<file path="src/rtl/uart_pkg.sv">
// Shared UART definitions: frame defaults, tx state encoding and a parity helper.
// The matching receiver uses this package too.
package uart_pkg;

   localparam int UART_DATA_BITS  = 8;
   localparam int UART_OVERSAMPLE = 16;
   localparam int UART_SB_TICK    = 16;

   typedef enum logic [2:0] {
      TX_IDLE   = 3'd0,
      TX_START  = 3'd1,
      TX_DATA   = 3'd2,
      TX_PARITY = 3'd3,
      TX_STOP   = 3'd4
   } tx_state_e;

   // Even parity bit: set when the word holds an odd number of ones.
   function automatic logic even_parity(input logic [31:0] data);
      return ^data;
   endfunction

endpackage

</file>
<file path="src/rtl/uart_bit_timer.sv">
// Modulo-N s_tick counter: done marks the last tick of a bit period and the
// counter wraps to zero on it; load holds the counter at zero.
module uart_bit_timer #(
   parameter int CNT_W = 4
) (
   input  logic             clk,
   input  logic             rst_n,
   input  logic             load,
   input  logic [CNT_W-1:0] term,
   output logic             done
);

   logic [CNT_W-1:0] count_r;

   assign done = (count_r == term);

   // tick counter, restarted by load or at the terminal count
   always_ff @(posedge clk or negedge rst_n) begin
      if (!rst_n) begin
         count_r <= {CNT_W{1'b0}};
      end else if (load) begin
         count_r <= {CNT_W{1'b0}};
      end else if (done) begin
         count_r <= {CNT_W{1'b0}};
      end else begin
         count_r <= count_r + CNT_W'(1);
      end
   end

endmodule

</file>
<file path="src/rtl/uart_tx_serializer.sv">
// UART transmitter: serializes one byte per accepted transmit_begin request.
// Define UART_TX_PARITY_EN to append an even parity bit after the data bits.
module uart_tx_serializer
   import uart_pkg::*;
#(
   parameter int DATA_BITS  = UART_DATA_BITS,
   parameter int OVERSAMPLE = UART_OVERSAMPLE,
   parameter int SB_TICK    = UART_SB_TICK
) (
   input  logic                 s_tick,
   input  logic                 rst_n,
   input  logic                 transmit_begin,
   input  logic [DATA_BITS-1:0] data_in,
   output logic                 tx,
   output logic                 transmit_active,
   output logic                 transmit_over
);

   localparam int TICK_MAX = (OVERSAMPLE > SB_TICK) ? OVERSAMPLE : SB_TICK;
   localparam int CNT_W    = (TICK_MAX > 1) ? $clog2(TICK_MAX) : 1;
   localparam int BIT_W    = $clog2(DATA_BITS + 1);

   localparam logic [CNT_W-1:0] OS_TERM  = CNT_W'(OVERSAMPLE - 1);
   localparam logic [CNT_W-1:0] SB_TERM  = CNT_W'(SB_TICK - 1);
   localparam logic [BIT_W-1:0] LAST_BIT = BIT_W'(DATA_BITS - 1);

   tx_state_e            state_r;
   logic [DATA_BITS-1:0] shreg_r;
   logic [BIT_W-1:0]     bit_cnt_r;
   logic                 tick_done_s;
   logic                 timer_load_s;
   logic [CNT_W-1:0]     timer_term_s;
`ifdef UART_TX_PARITY_EN
   logic                 parity_r;
`endif

   // bit timer is parked in IDLE and uses the stop-bit length only in STOP
   always_comb begin
      timer_load_s = 1'b0;
      timer_term_s = OS_TERM;
      if (state_r == TX_IDLE) begin
         timer_load_s = 1'b1;
      end else begin
         timer_load_s = 1'b0;
      end
      if (state_r == TX_STOP) begin
         timer_term_s = SB_TERM;
      end else begin
         timer_term_s = OS_TERM;
      end
   end

   uart_bit_timer #(
      .CNT_W (CNT_W)
   ) u_bit_timer (
      .clk   (s_tick),
      .rst_n (rst_n),
      .load  (timer_load_s),
      .term  (timer_term_s),
      .done  (tick_done_s)
   );

   // frame FSM with shift register, bit counter and registered line/handshake outputs
   always_ff @(posedge s_tick or negedge rst_n) begin
      if (!rst_n) begin
         state_r         <= TX_IDLE;
         shreg_r         <= {DATA_BITS{1'b0}};
         bit_cnt_r       <= {BIT_W{1'b0}};
         tx              <= 1'b1;
         transmit_active <= 1'b0;
         transmit_over   <= 1'b0;
`ifdef UART_TX_PARITY_EN
         parity_r        <= 1'b0;
`endif
      end else begin
         case (state_r)
            TX_IDLE: begin
               if (transmit_begin) begin
                  shreg_r         <= data_in;
                  bit_cnt_r       <= {BIT_W{1'b0}};
                  tx              <= 1'b0;
                  transmit_active <= 1'b1;
                  transmit_over   <= 1'b0;
                  state_r         <= TX_START;
`ifdef UART_TX_PARITY_EN
                  parity_r        <= even_parity(32'(data_in));
`endif
               end
            end
            TX_START: begin
               if (tick_done_s) begin
                  bit_cnt_r <= {BIT_W{1'b0}};
                  tx        <= shreg_r[0];
                  state_r   <= TX_DATA;
               end
            end
            TX_DATA: begin
               if (tick_done_s) begin
                  if (bit_cnt_r == LAST_BIT) begin
                     bit_cnt_r <= {BIT_W{1'b0}};
`ifdef UART_TX_PARITY_EN
                     tx        <= parity_r;
                     state_r   <= TX_PARITY;
`else
                     tx        <= 1'b1;
                     state_r   <= TX_STOP;
`endif
                  end else begin
                     // the next bit is already sitting one place up
                     bit_cnt_r <= bit_cnt_r + BIT_W'(1);
                     shreg_r   <= {1'b0, shreg_r[DATA_BITS-1:1]};
                     tx        <= shreg_r[1];
                  end
               end
            end
`ifdef UART_TX_PARITY_EN
            TX_PARITY: begin
               if (tick_done_s) begin
                  tx      <= 1'b1;
                  state_r <= TX_STOP;
               end
            end
`endif
            TX_STOP: begin
               if (tick_done_s) begin
                  tx              <= 1'b1;
                  transmit_active <= 1'b0;
                  transmit_over   <= 1'b1;
                  state_r         <= TX_IDLE;
               end
            end
            default: begin
               // unreachable encoding: park the line idle without claiming completion
               state_r         <= TX_IDLE;
               bit_cnt_r       <= {BIT_W{1'b0}};
               tx              <= 1'b1;
               transmit_active <= 1'b0;
               transmit_over   <= 1'b0;
            end
         endcase
      end
   end

endmodule
</file>
<file path="config.mk">
export PLATFORM = sky130hd
export DESIGN_NAME = uart_tx_serializer
export DESIGN_NICKNAME = d
export VERILOG_FILES = /design/src/rtl/uart_pkg.sv /design/src/rtl/uart_bit_timer.sv /design/src/rtl/uart_tx_serializer.sv
export SDC_FILE = /design/constraint.sdc
export NUM_CORES = 1
export LEC_CHECK = 0
export CELL_PAD_IN_SITES_DETAIL_PLACEMENT = 1
export CELL_PAD_IN_SITES_GLOBAL_PLACEMENT = 1
export CORE_MARGIN = 2
export CORE_UTILIZATION = 47
export CTS_CLUSTER_DIAMETER = 120
export DETAILED_ROUTE_END_ITERATION = 10
export DONT_BUFFER_PORTS = 1
export PLACE_DENSITY_LB_ADDON = 0.1
export SLEW_MARGIN = 20
export SYNTH_ARGS = -nofsm -noshare
export SYNTH_HDL_FRONTEND = slang
export SYNTH_SLANG_ARGS = --single-unit
</file>
<file path="constraint.sdc">
create_clock -name s_tick -period 2.2 [get_ports s_tick]
set_clock_uncertainty 0.05 [all_clocks]
set_input_delay 0.22 -clock s_tick [delete_from_list [all_inputs] [get_ports s_tick]]
set_output_delay 0.22 -clock s_tick [all_outputs]
set_load 0.02 [all_outputs]
</file>
# After elaboration in Yosys (flattened, before gate mapping)
# Index checks and enable logic that the tools add are counted.
# totals
register_bits,22
wordCells,58
out_inout_bits,3
inputBits,11
# classes
addsub,2
eq_ne,11
n_bitwise,2
reduce_logical,8
mux,28
# ops
cell,count
4-bit two-way mux,6
8-bit two-way mux,3
4-bit case mux with 4 select lines,1
8-bit case mux with 2 select lines,1
3-bit two-way mux,5
2-bit != test (second input constant),6
3-bit case mux with 4 select lines,1
4-bit AND reduction,3
4-bit by 1-bit adder with 4-bit output (second input constant),2
1-bit two-way mux,8
1-bit case mux with 3 select lines,2
5-bit AND reduction,1
4-bit by 3-bit == test with 1-bit output (second input constant),1
4-bit == test (second input constant),1
1-bit case mux with 4 select lines,1
3-bit by 1-bit == test with 1-bit output (second input constant),1
3-bit by 2-bit == test with 1-bit output (second input constant),1
3-bit == test (second input constant),1
3-bit logical NOT,1
3-bit AND reduction,1
1-bit NOT,2
2-bit nonzero test,1
2-bit OR reduction,1

# Longest topological paths before layout
# logic_depth
depth_word,4
ltp_mapped,6
ltp_nobuf,5

# By module
# A second synthesis with hierarchy kept.
# hier_totals
cells_unflattened,126
hier_area_um2,1228.7
# modules_own_cells
mod,area_each_um2,instances,seq_area_each_um2,cells_each
uart_tx_serializer,1014.7,1,451.7,109
uart_bit_timer,214.0,1,100.1,17

# Worst setup path after synthesis
# No wires, ideal clock.
# synth_timing
path_kind,register to register
from,reg u_bit_timer.count_r[0]
to,reg shreg_r[0]
setup_slack_ns,0.492
required_time_ns,2.021
arrival_ns,1.529
period_less_slack_ns,1.708
setup_ns,0.129
path_buffers,1
stages_incl_launch_ff,7
cell_sequence,dfrtp_1 ha_1 and3_1 buf_4 a31oi_2 nand2b_4 o21ai_0
# synth_via
elab_chain_cells,3
# synth_lines
item,line_no,text
from (decl),uart_bit_timer.sv:13,logic [CNT_W-1:0] count_r;
from (signal assigned),uart_bit_timer.sv:20,count_r <= {CNT_W{1'b0}};
from (signal assigned),uart_bit_timer.sv:22,count_r <= {CNT_W{1'b0}};
from (signal assigned),uart_bit_timer.sv:24,count_r <= {CNT_W{1'b0}};
4-bit == test,uart_bit_timer.sv:15,assign done = (count_r == term);
2-bit != test (no source line),--,
4-bit AND reduction (no source line),--,
to (signal assigned),uart_tx_serializer.sv:67,shreg_r <= {DATA_BITS{1'b0}};
to (signal assigned),uart_tx_serializer.sv:79,shreg_r <= data_in;
to (signal assigned),uart_tx_serializer.sv:111,"shreg_r <= {1'b0, shreg_r[DATA_BITS-1:1]};"
to (decl),uart_tx_serializer.sv:28,logic [DATA_BITS-1:0] shreg_r;
# Every way passes these cells.
# A chain may end at the register's enable or synchronous reset.

# Final worst setup path
# layout_timing
from,reg u_bit_timer.count_r[0]
to,reg bit_cnt_r[3]
# layout_via
elab_chain_cells,3
word_cells_on_any_way,4
classes_between,3 x eq/ne; 1 x reduce/logical
# layout_lines
item,line_no,text
4-bit == test *,uart_bit_timer.sv:15,
2-bit != test (no source line),--,
4-bit AND reduction (no source line) *,--,
to (signal assigned),uart_tx_serializer.sv:68,bit_cnt_r <= {BIT_W{1'b0}};
to (signal assigned),uart_tx_serializer.sv:80,bit_cnt_r <= {BIT_W{1'b0}};
to (signal assigned),uart_tx_serializer.sv:92,bit_cnt_r <= {BIT_W{1'b0}};
to (decl),uart_tx_serializer.sv:29,logic [BIT_W-1:0] bit_cnt_r;
# Mark *: on every way between the ends. The rest lies on a longest branch, timed or not.

==> flow_summary.ini <==
[yosys]
synth.area.top_cells = dfrtp_1, o21ai_0, mux2i_1, nor2_1, a21oi_1
syn_area_um2 = 1170
synth_top_cell_area_share = 0.448
synth_area_leader_cell = dfrtp_1
ys_seq_elements = 22
async_reset_ff_frac = 1.00
ys.warnings.count = 0
ys.flop_type = dfrtp_1
synth_fp_nets = 133
synth_cell_types = 35
avgSynthCellArea_um2 = 9.77
synth-edff-count = 0
netlist_instances = 120
synth_seq_area_share = 0.471

[clock_network]
path_clk_slew_ps = 130
cts_tree = done
root_buffer = clkbuf_4
htreeDepth = 1
cts_buffers = 3
cts-resized-gates = 0
clock_path_buffers = 2
clock_sinks = 22
holdBufCountCts = 2
cts_setup_buffers = 0
clock_latency_ps = 320

[finish]
drive_above_1_share = 0.143
syn_to_final_growth_pct = 8.64
antenna_cells = 0
fin_area_um2 = 1270
nets = 140

[drt]
first_pass_iters = 4
remaining_drc_errors = 0
routed_wl_mm = 2.62
drtIter0Drc = 9
vias_per_cell = 5.88
vias = 918
drtAntennaViolNets = 0
wl_per_cell_um = 16.8

[power_and_ir_drop]
ir_drop_uv = 690
power.density_nw_per_um2 = 1070
leakage_nw = 0.582

[global_route]
grt_start_max_net_pins = 23
globalRouteOverflowTotal = 0
grt_pass1_wl_mm = 4.27
grt_pass1_vias = 910
antenna_found_initial = 0
gr-usage-all-layers = 0.207

[die]
dieArea_um2 = 2910
core-area_um2 = 2410
fp-row-count = 18
start_util = 0.487
die_x_um = 53.9
fp.dieH_um = 53.9
pin_count = 14

[timing]
drv_slew = 0
finalHoldViolCount = 0
finalSetupViolations = 0
relSlewSlack = 0.657
setup_tns_ps = 0
tightest_slew_ps = 515
period_share = 0.871
rsz0062_at_grt = no
fmax_mhz = 522
period_needed_ps = 1920

[run_status]
outcome = completed

[setup_path]
critPathKind = reg -> reg
worstSetupStartpointType = register
required_ps = 2380
crit_fanout = 8
worstPathArrival_ps = 2090
end_kind = register

[placement]
hpwl_mm = 1.84
placed_cell_area_um2 = 1210
port_buffers = 0
gp_congestion = 0.728

[job]
drv_cap = 0

[hold_path]
min_path_type = in -> reg
==> metrics by stage <==
step	util	hold slack [ps]	setup slack [ps]	power, mW	cells
after floorplan	-	-126	492	1.00	120
after global placement	0.503	-125	376	1.10	149
after detailed placement	0.503	-125	291	1.13	149
after CTS	0.526	41.1	268	1.38	155
after global routing	0.529	65.2	160	1.47	156
final	0.529	48.5	283	1.36	156
==> critical path, cell delays in order, from the launching register on <==
cell,delay [ps]
dfrtp_1,430
ha_1,280
and3_1,310
o32ai_2,490
o21ai_0,200
o41ai_2,70
==> cells in the final DEF, fill, tap and decap left out, drive strengths merged <==
| master | count |
|---|---|
| a21o | 1 |
| a21oi | 7 |
| a311oi | 1 |
| a31oi | 2 |
| and3 | 1 |
| buf | 6 |
| clkbuf | 4 |
| dfrtp | 21 |
| dfstp | 1 |
| dlygate4sd3 | 2 |
| ha | 2 |
| inv | 1 |
| mux2i | 8 |
| nand2 | 7 |
| nand2b | 2 |
| nand3 | 3 |
| nand3b | 4 |
| nor2 | 11 |
| nor2b | 4 |
| nor3 | 1 |
| o2111ai | 1 |
| o211ai | 1 |
| o21ai | 25 |
| o22a | 1 |
| o31ai | 1 |
| o32ai | 1 |
| o41ai | 1 |
| or2 | 2 |
| or3b | 2 |
| xnor2 | 2 |
==> cell type report <==
cell class | count | area [µm²]
fillers | 267 | 1140
clock buffers | 4 | 36.3
flip-flops and latches | 22 | 552
repair buffers | 8 | 62.6
multi-input cells | 91 | 582
well taps | 30 | 37.5
inverters | 1 | 3.75
==> routing by layer <==
metal / wire (µm) / track usage / vias up / part of all wire
li1: - / - / 447 / -
met1: 1240 / 0.283 / 452 / 0.47
met2: 1270 / 0.321 / 15 / 0.49
met3: 71 / 0.0306 / 4 / 0.027
met4: 36 / 0.0897 / 0 / 0.014
met5: 0 / 0 / - / 0
==> Yosys cell counts (all sizes together), types with 2 or more instances <==
cell type  number
mux2i           8
o21ai          25
nand3           3
nand3b          4
nor2           11
nand2b          2
a31oi           2
dfrtp          21
nor2b           4
clkbuf          3
ha              2
buf             3
a21oi           7
nand2           7
or3b            2
or2             2
xnor2           2
==> logic make-up (layout without fill, tap and decap cells) <==
family,Yosys count,after routing,synth area share
xor+xnor,2,2,0.0149
buf+inv,7,13,0.0331
fa+ha+maj,2,2,0.0213
mux,8,8,0.0683
compound gates,42,42,0.222
flops,22,22,0.471
simple gates,37,37,0.170
==> state kept, by name (all words and copies together) (netlist names) <==
name                 cells
transmit_active          1
tx                       1
state_r                  3
u_bit_timer.count_r      4
transmit_over            1
bit_cnt_r                4
shreg_r                  8
==> where the power goes <==
group / internal (mW) / total [mW] / leakage (nW) / switching (mW)
Combinational: 0.196 / 0.437 / 0.285 / 0.240
Sequential: 0.551 / 0.695 / 0.276 / 0.144
Clock: 0.101 / 0.230 / 0.0210 / 0.129
==> final timing paths <==
path | slack, ps | to | startpoint | cells past startpoint
max | 280 | bit_cnt_r[3]$_DFFE_PN0P_ | u_bit_timer.count_r[0]$_DFF_PN0_ | 5
min | 50 | shreg_r[2]$_DFFE_PN0P_ | data_in[2] | 2
max reg2reg | 280 | bit_cnt_r[3]$_DFFE_PN0P_ | u_bit_timer.count_r[0]$_DFF_PN0_ | 5
min reg2reg | 440 | bit_cnt_r[3]$_DFFE_PN0P_ | bit_cnt_r[3]$_DFFE_PN0P_ | 1
max in group asynchronous | 1400 | tx$_DFFE_PN1P_ | rst_n | 2
min in group asynchronous | 340 | transmit_over$_DFFE_PN0P_ | rst_n | 2
Power figures use the tool's default switching activity.
